`src/rtl/s27_stim_driver.sv`:
```
// Built-in stimulus driver for the ISCAS s27 circuit: applies an init vector,
// then an LFSR vector sequence, compacting the G17 response into a 16-bit MISR.
module s27_stim_driver #(
  parameter int unsigned NUM_PATTERNS = 64,
  parameter int unsigned INIT_CYCLES  = 3,
  parameter logic [7:0]  SEED         = 8'h01,
  parameter logic [15:0] GOLDEN       = 16'h0000
) (
  input  logic        clock,
  input  logic        resetn,
  input  logic        start,
  input  logic        G17,
  output logic        G0,
  output logic        G1,
  output logic        G2,
  output logic        G3,
  output logic        busy,
  output logic        done,
  output logic        pass,
  output logic [15:0] signature
);

  typedef enum logic [1:0] {
    IDLE = 2'd0,
    INIT = 2'd1,
    RUN  = 2'd2,
    DONE = 2'd3
  } state_e;

  // An all-zero LFSR would lock up, so a zero seed falls back to 8'h01.
  localparam logic [7:0]  SEED_EFF    = (SEED == 8'h00) ? 8'h01 : SEED;
  localparam logic [7:0]  INIT_LAST   = 8'(INIT_CYCLES - 1);
  localparam logic [15:0] NUM_PAT     = 16'(NUM_PATTERNS);
  localparam bit          NO_PATTERNS = (NUM_PATTERNS == 0);
  localparam logic [3:0]  INIT_VEC    = 4'b0101;

  state_e      state_q, state_d;
  logic [7:0]  lfsr_q, lfsr_d;
  logic [15:0] sig_q, sig_d;
  logic [7:0]  init_cnt_q, init_cnt_d;
  logic [15:0] pat_cnt_q, pat_cnt_d;
  logic [3:0]  g_q, g_d;
  logic        busy_q, busy_d;
  logic        done_q, done_d;

  always_comb begin
    // NOTE: every variable gets a default first so no path leaves it unassigned (no latches).
    state_d    = state_q;
    lfsr_d     = lfsr_q;
    sig_d      = sig_q;
    init_cnt_d = init_cnt_q;
    pat_cnt_d  = pat_cnt_q;

    unique case (state_q)
      IDLE, DONE: begin
        if (start) begin
          state_d    = INIT;
          lfsr_d     = SEED_EFF;
          sig_d      = 16'h0000;
          init_cnt_d = 8'h00;
          pat_cnt_d  = 16'h0000;
        end
      end
      INIT: begin
        init_cnt_d = init_cnt_q + 8'h01;
        if (init_cnt_q == INIT_LAST) begin
          state_d = NO_PATTERNS ? DONE : RUN;
        end
      end
      RUN: begin
        // The response captured here belongs to the vector currently on G0..G3.
        sig_d     = {sig_q[14:0], 1'b0}
                  ^ (sig_q[15] ? 16'h1021 : 16'h0000)
                  ^ {15'b0, G17};
        lfsr_d    = {lfsr_q[6:0], lfsr_q[7] ^ lfsr_q[5] ^ lfsr_q[4] ^ lfsr_q[3]};
        pat_cnt_d = pat_cnt_q + 16'h0001;
        if (pat_cnt_d == NUM_PAT) begin
          state_d = DONE;
        end
      end
      default: state_d = IDLE;
    endcase
  end

  // Outputs are registered from next-state values, so G0..G3 never see an input combinationally.
  always_comb begin
    g_d    = 4'b0000;
    busy_d = 1'b0;
    done_d = 1'b0;
    unique case (state_d)
      INIT: begin
        g_d    = INIT_VEC;
        busy_d = 1'b1;
      end
      RUN: begin
        g_d    = lfsr_d[3:0];
        busy_d = 1'b1;
      end
      DONE:    done_d = 1'b1;
      default: g_d    = 4'b0000;
    endcase
  end

  always_ff @(posedge clock or negedge resetn) begin
    if (!resetn) begin
      state_q    <= IDLE;
      lfsr_q     <= 8'h01;
      sig_q      <= 16'h0000;
      init_cnt_q <= 8'h00;
      pat_cnt_q  <= 16'h0000;
      g_q        <= 4'b0000;
      busy_q     <= 1'b0;
      done_q     <= 1'b0;
    end else begin
      // NOTE: non-blocking so every flop samples the pre-edge values of its peers.
      state_q    <= state_d;
      lfsr_q     <= lfsr_d;
      sig_q      <= sig_d;
      init_cnt_q <= init_cnt_d;
      pat_cnt_q  <= pat_cnt_d;
      g_q        <= g_d;
      busy_q     <= busy_d;
      done_q     <= done_d;
    end
  end

  assign {G3, G2, G1, G0} = g_q;
  assign busy             = busy_q;
  assign done             = done_q;
  assign pass             = done_q && (sig_q == GOLDEN);
  assign signature        = sig_q;

endmodule

```
`config.mk`:
```
export PLATFORM = sky130hd
export DESIGN_NAME = s27_stim_driver
export DESIGN_NICKNAME = d
export VERILOG_FILES = /design/src/rtl/s27_stim_driver.sv
export SDC_FILE = /design/constraint.sdc
export NUM_CORES = 1
export LEC_CHECK = 0
export BUFFER_PORTS_ARGS = -buffer_cell sky130_fd_sc_hd__buf_2
export CORE_UTILIZATION = 59
export DETAILED_ROUTE_END_ITERATION = 8
export PLACE_DENSITY_LB_ADDON = 0.08
export SKIP_CTS_REPAIR_TIMING = 1
export SYNTH_ARGS = -nofsm -noshare
export SYNTH_HDL_FRONTEND = slang
export SYNTH_SLANG_ARGS = --single-unit
export TNS_END_PERCENT = 30
```
`constraint.sdc`:
```
create_clock -name clock -period 3 [get_ports clock]
set_clock_uncertainty 0.05 [all_clocks]
set_input_delay 0.6 -clock clock [delete_from_list [all_inputs] [get_ports clock]]
set_output_delay 0.6 -clock clock [all_outputs]
set_load 0.01 [all_outputs]
```
==> results.md <==
- Status: completed
- Synth Register Bits: 56
- Commonest non-fill, non-tap cells in the layout: dfrtp_1 (55), o21ai_0 (29), buf_2 (26), nor2_1 (25), a22o_1 (22)
- Seq/Total Area, Yosys: roughly 49%
- Core area: between 0.004 and 0.005 mm^2
- Layout Nets: approximately 320
- Commonest non-fill, non-tap cell in the layout: dfrtp_1
- Final Hold Violating Endpoints: 0
- Site row count: 25
- Vias post-DR: between 2,000 and 2,500
- Die width: approximately 70 um
- GPL Wtd Cong: 0.936
- Num Clock Sinks: 56
- Unrepaired setup endpoints after global routing: no
- Hold WC Path Type: input pin to async pin
- Gr ovfl total: 0
- First-pass GRT wire length: just over 10,000 um
- Relative slew slack: between 40% and 50%
- Root Driver: clkbuf_8
- FMAX: 0.360 GHz
- Crit. Startpoint: pat_cnt_q[0]$_DFFE_PN0P_
- P_leak: approximately 1.6 nW
- Post-synth EDFFs: 0
- Async S/R FF share, synth: 100%
- Clk_lat worst skew: about 310 ps
- Crit Path Category: flop to flop
- Area share of the largest cell type after synthesis: 47.7%
- Number of diodes: 0
- Largest area contributor in the netlist: dfrtp_1
- Setup ws final: ~230 ps
- Bufs on Longest Clock Path: 2
- Drt pass-1 iters: 4
- Via/cell ratio: 5.96
- Syn avg cell area: approximately 10 um^2
- Worst r2r src: pat_cnt_q[0]$_DFFE_PN0P_
- GRT Total Usage: 24.9%
- Die Ht: roughly 70 um
- Critical Path AT: between 2000 and 3000 ps
- Antenna violations before repair: 0
- Pwr Density: between 700 and 800 mW/mm^2
- Final worst path period share: 92.5%
- Crit path max fanout: 7
- CTS buffer count: 5
- Critical Path End Type: flop
- Vias in the first global route: between 2,000 and 2,500
- Share of cells above drive strength 1: 15.1%
- IO buf count: 26
- WL/cell: between 15 and 20 um
- Top cells by area, synth: dfrtp_1 (48%), a22o_1 (6.7%), o21ai_0 (5.0%)
- DP HPWL: between 4000 and 5000 um
- WP data required: roughly 3200 ps
- Initial DRC Count: 196
- Synth Flop Type: dfrtp_1
- Placed Area: ~0.003 mm^2
- I/O pin count: 27
- P&R area growth vs syn: 9.32%
- Post-synthesis net count: roughly 300
- CTS HTree Levels: 2
- Clk slew on worst S/H paths: approximately 110 ps
- Pre-CTS setup slack: approximately 240 ps
- YS warnings: 0
- Fill count: ~380
- Final WL: between 5000 and 6000 um
- Max-slew violation count: 0
- Remaining DRCs: 0
- Worst-margin pin slew: 771 ps
- Synth unique cells: 44
- Die ar.: between 0.005 and 0.006 mm^2
- Design area: about 0.0032 mm^2
- Worst VDD drop: 0.604 mV
- CP Launch Type: flop
- CTS tree: done
- Largest net degree at the start of global routing: 26
- Starting density of the core: roughly three fifths
- Tmin final: approximately 2800 ps
- Fin Setup TNS: 0 ps
- Final setup violation count: 0
- Mapped cell area: between 0.002 and 0.003 mm^2
- Syn Inst Count: between 200 and 300
- Max_cap viols: 0
- Routed Antenna Nets: 0
## stage by stage
stage / hold slack, ps / cells / total power, mW / utilization [%]
6_report: 212 / 378 / 2.28 / 66.8
5_1_grt: 250 / 378 / 2.45 / 66.8
4_1_cts: 225 / 378 / 2.29 / 66.8
3_5_place_dp: 443 / 370 / 1.80 / 64.5
3_3_place_gp: 442 / 370 / 1.77 / 64.5
2_1_floorplan: 254 / 290 / 1.56 / -
## synthesized netlist by cell type (all sizes together), types with 5 or more instances
master and count:
inv 7, nor2 25, o21ai 30, a22o 22
and2 5, ha 9, clkbuf 13, xor2 7
and4 6, dfrtp 55, nand2 17, xnor2 8
a21oi 12, and3 11, nand4 6, buf 7
nand3 9
## area by class of cell
cell class | count | area, um^2 | area share [%]
timing repair buffer | 33 | 183 | 5.79
sequential | 56 | 1400 | 44.4
multi-input combinational | 207 | 1350 | 42.8
clock buffer | 6 | 72.6 | 2.30
tap | 67 | 83.8 | 2.66
inverter | 7 | 26.3 | 0.832
clock inverter | 2 | 38.8 | 1.23
## worst paths after layout
| path | end | slack, ps | cells after the start |
|---|---|---|---|
| max in group asynchronous | lfsr_q[0]$_DFF_PN1_ | 1990 | 2 |
| worst max-delay path | g_q[0]$_DFF_PN0_ | 230 | 9 |
| worst min-delay path | pat_cnt_q[3]$_DFFE_PN0P_ | 210 | 1 |
| min in group clock | lfsr_q[0]$_DFF_PN1_ | 460 | 2 |
| worst min register to register | lfsr_q[0]$_DFF_PN1_ | 460 | 2 |
| worst max register to register | g_q[0]$_DFF_PN0_ | 230 | 9 |
## registers in the layout (all words and copies together) (netlist names)
register and flops:
init_cnt_q 8, pat_cnt_q 16, lfsr_q 8, g_q 4, done 1, busy 1
state_q 2, signature 16
## critical path, stage by stage (launching register included)
cell	delay (ps)
dfrtp_1	460
ha_1	300
and3_2	290
nor3b_1	190
nor3_1	80
or4b_1	570
o21ai_1	250
ha_1	300
nor2b_1	130
a22o_1	130
## metal layers
metal  part of all wire (%)  GRT usage (%)  up-vias  wire, um
met3                    3.0           4.31        4       172
met4                   0.90           6.32        0        52
met1                     49           34.4     1109      2810
met2                     48           41.2       46      2750
met5                      0              0        -         0
li1                       -              -     1095         -
## kinds of logic (layout without fill, tap and decap cells)
kind of cell | after synthesis | in the layout | share of synthesized area, %
adder cells (fa/ha/maj) | 9 | 9 | 3.90
AND/OR/NAND/NOR | 99 | 99 | 18.9
buffers and inverters | 27 | 48 | 4.72
multiplexers | 2 | 2 | 0.737
flip-flops | 56 | 56 | 48.6
AO/OA/AOI/OAI | 82 | 82 | 18.6
XOR/XNOR | 15 | 15 | 4.55
## power breakdown
| group | total (mW) | switching, mW | internal, mW |
|---|---|---|---|
| Combinational | 0.849 | 0.542 | 0.307 |
| Clock | 0.500 | 0.248 | 0.253 |
| Sequential | 0.935 | 0.0797 | 0.855 |
No activity file was read; power rests on OpenSTA's default activity.
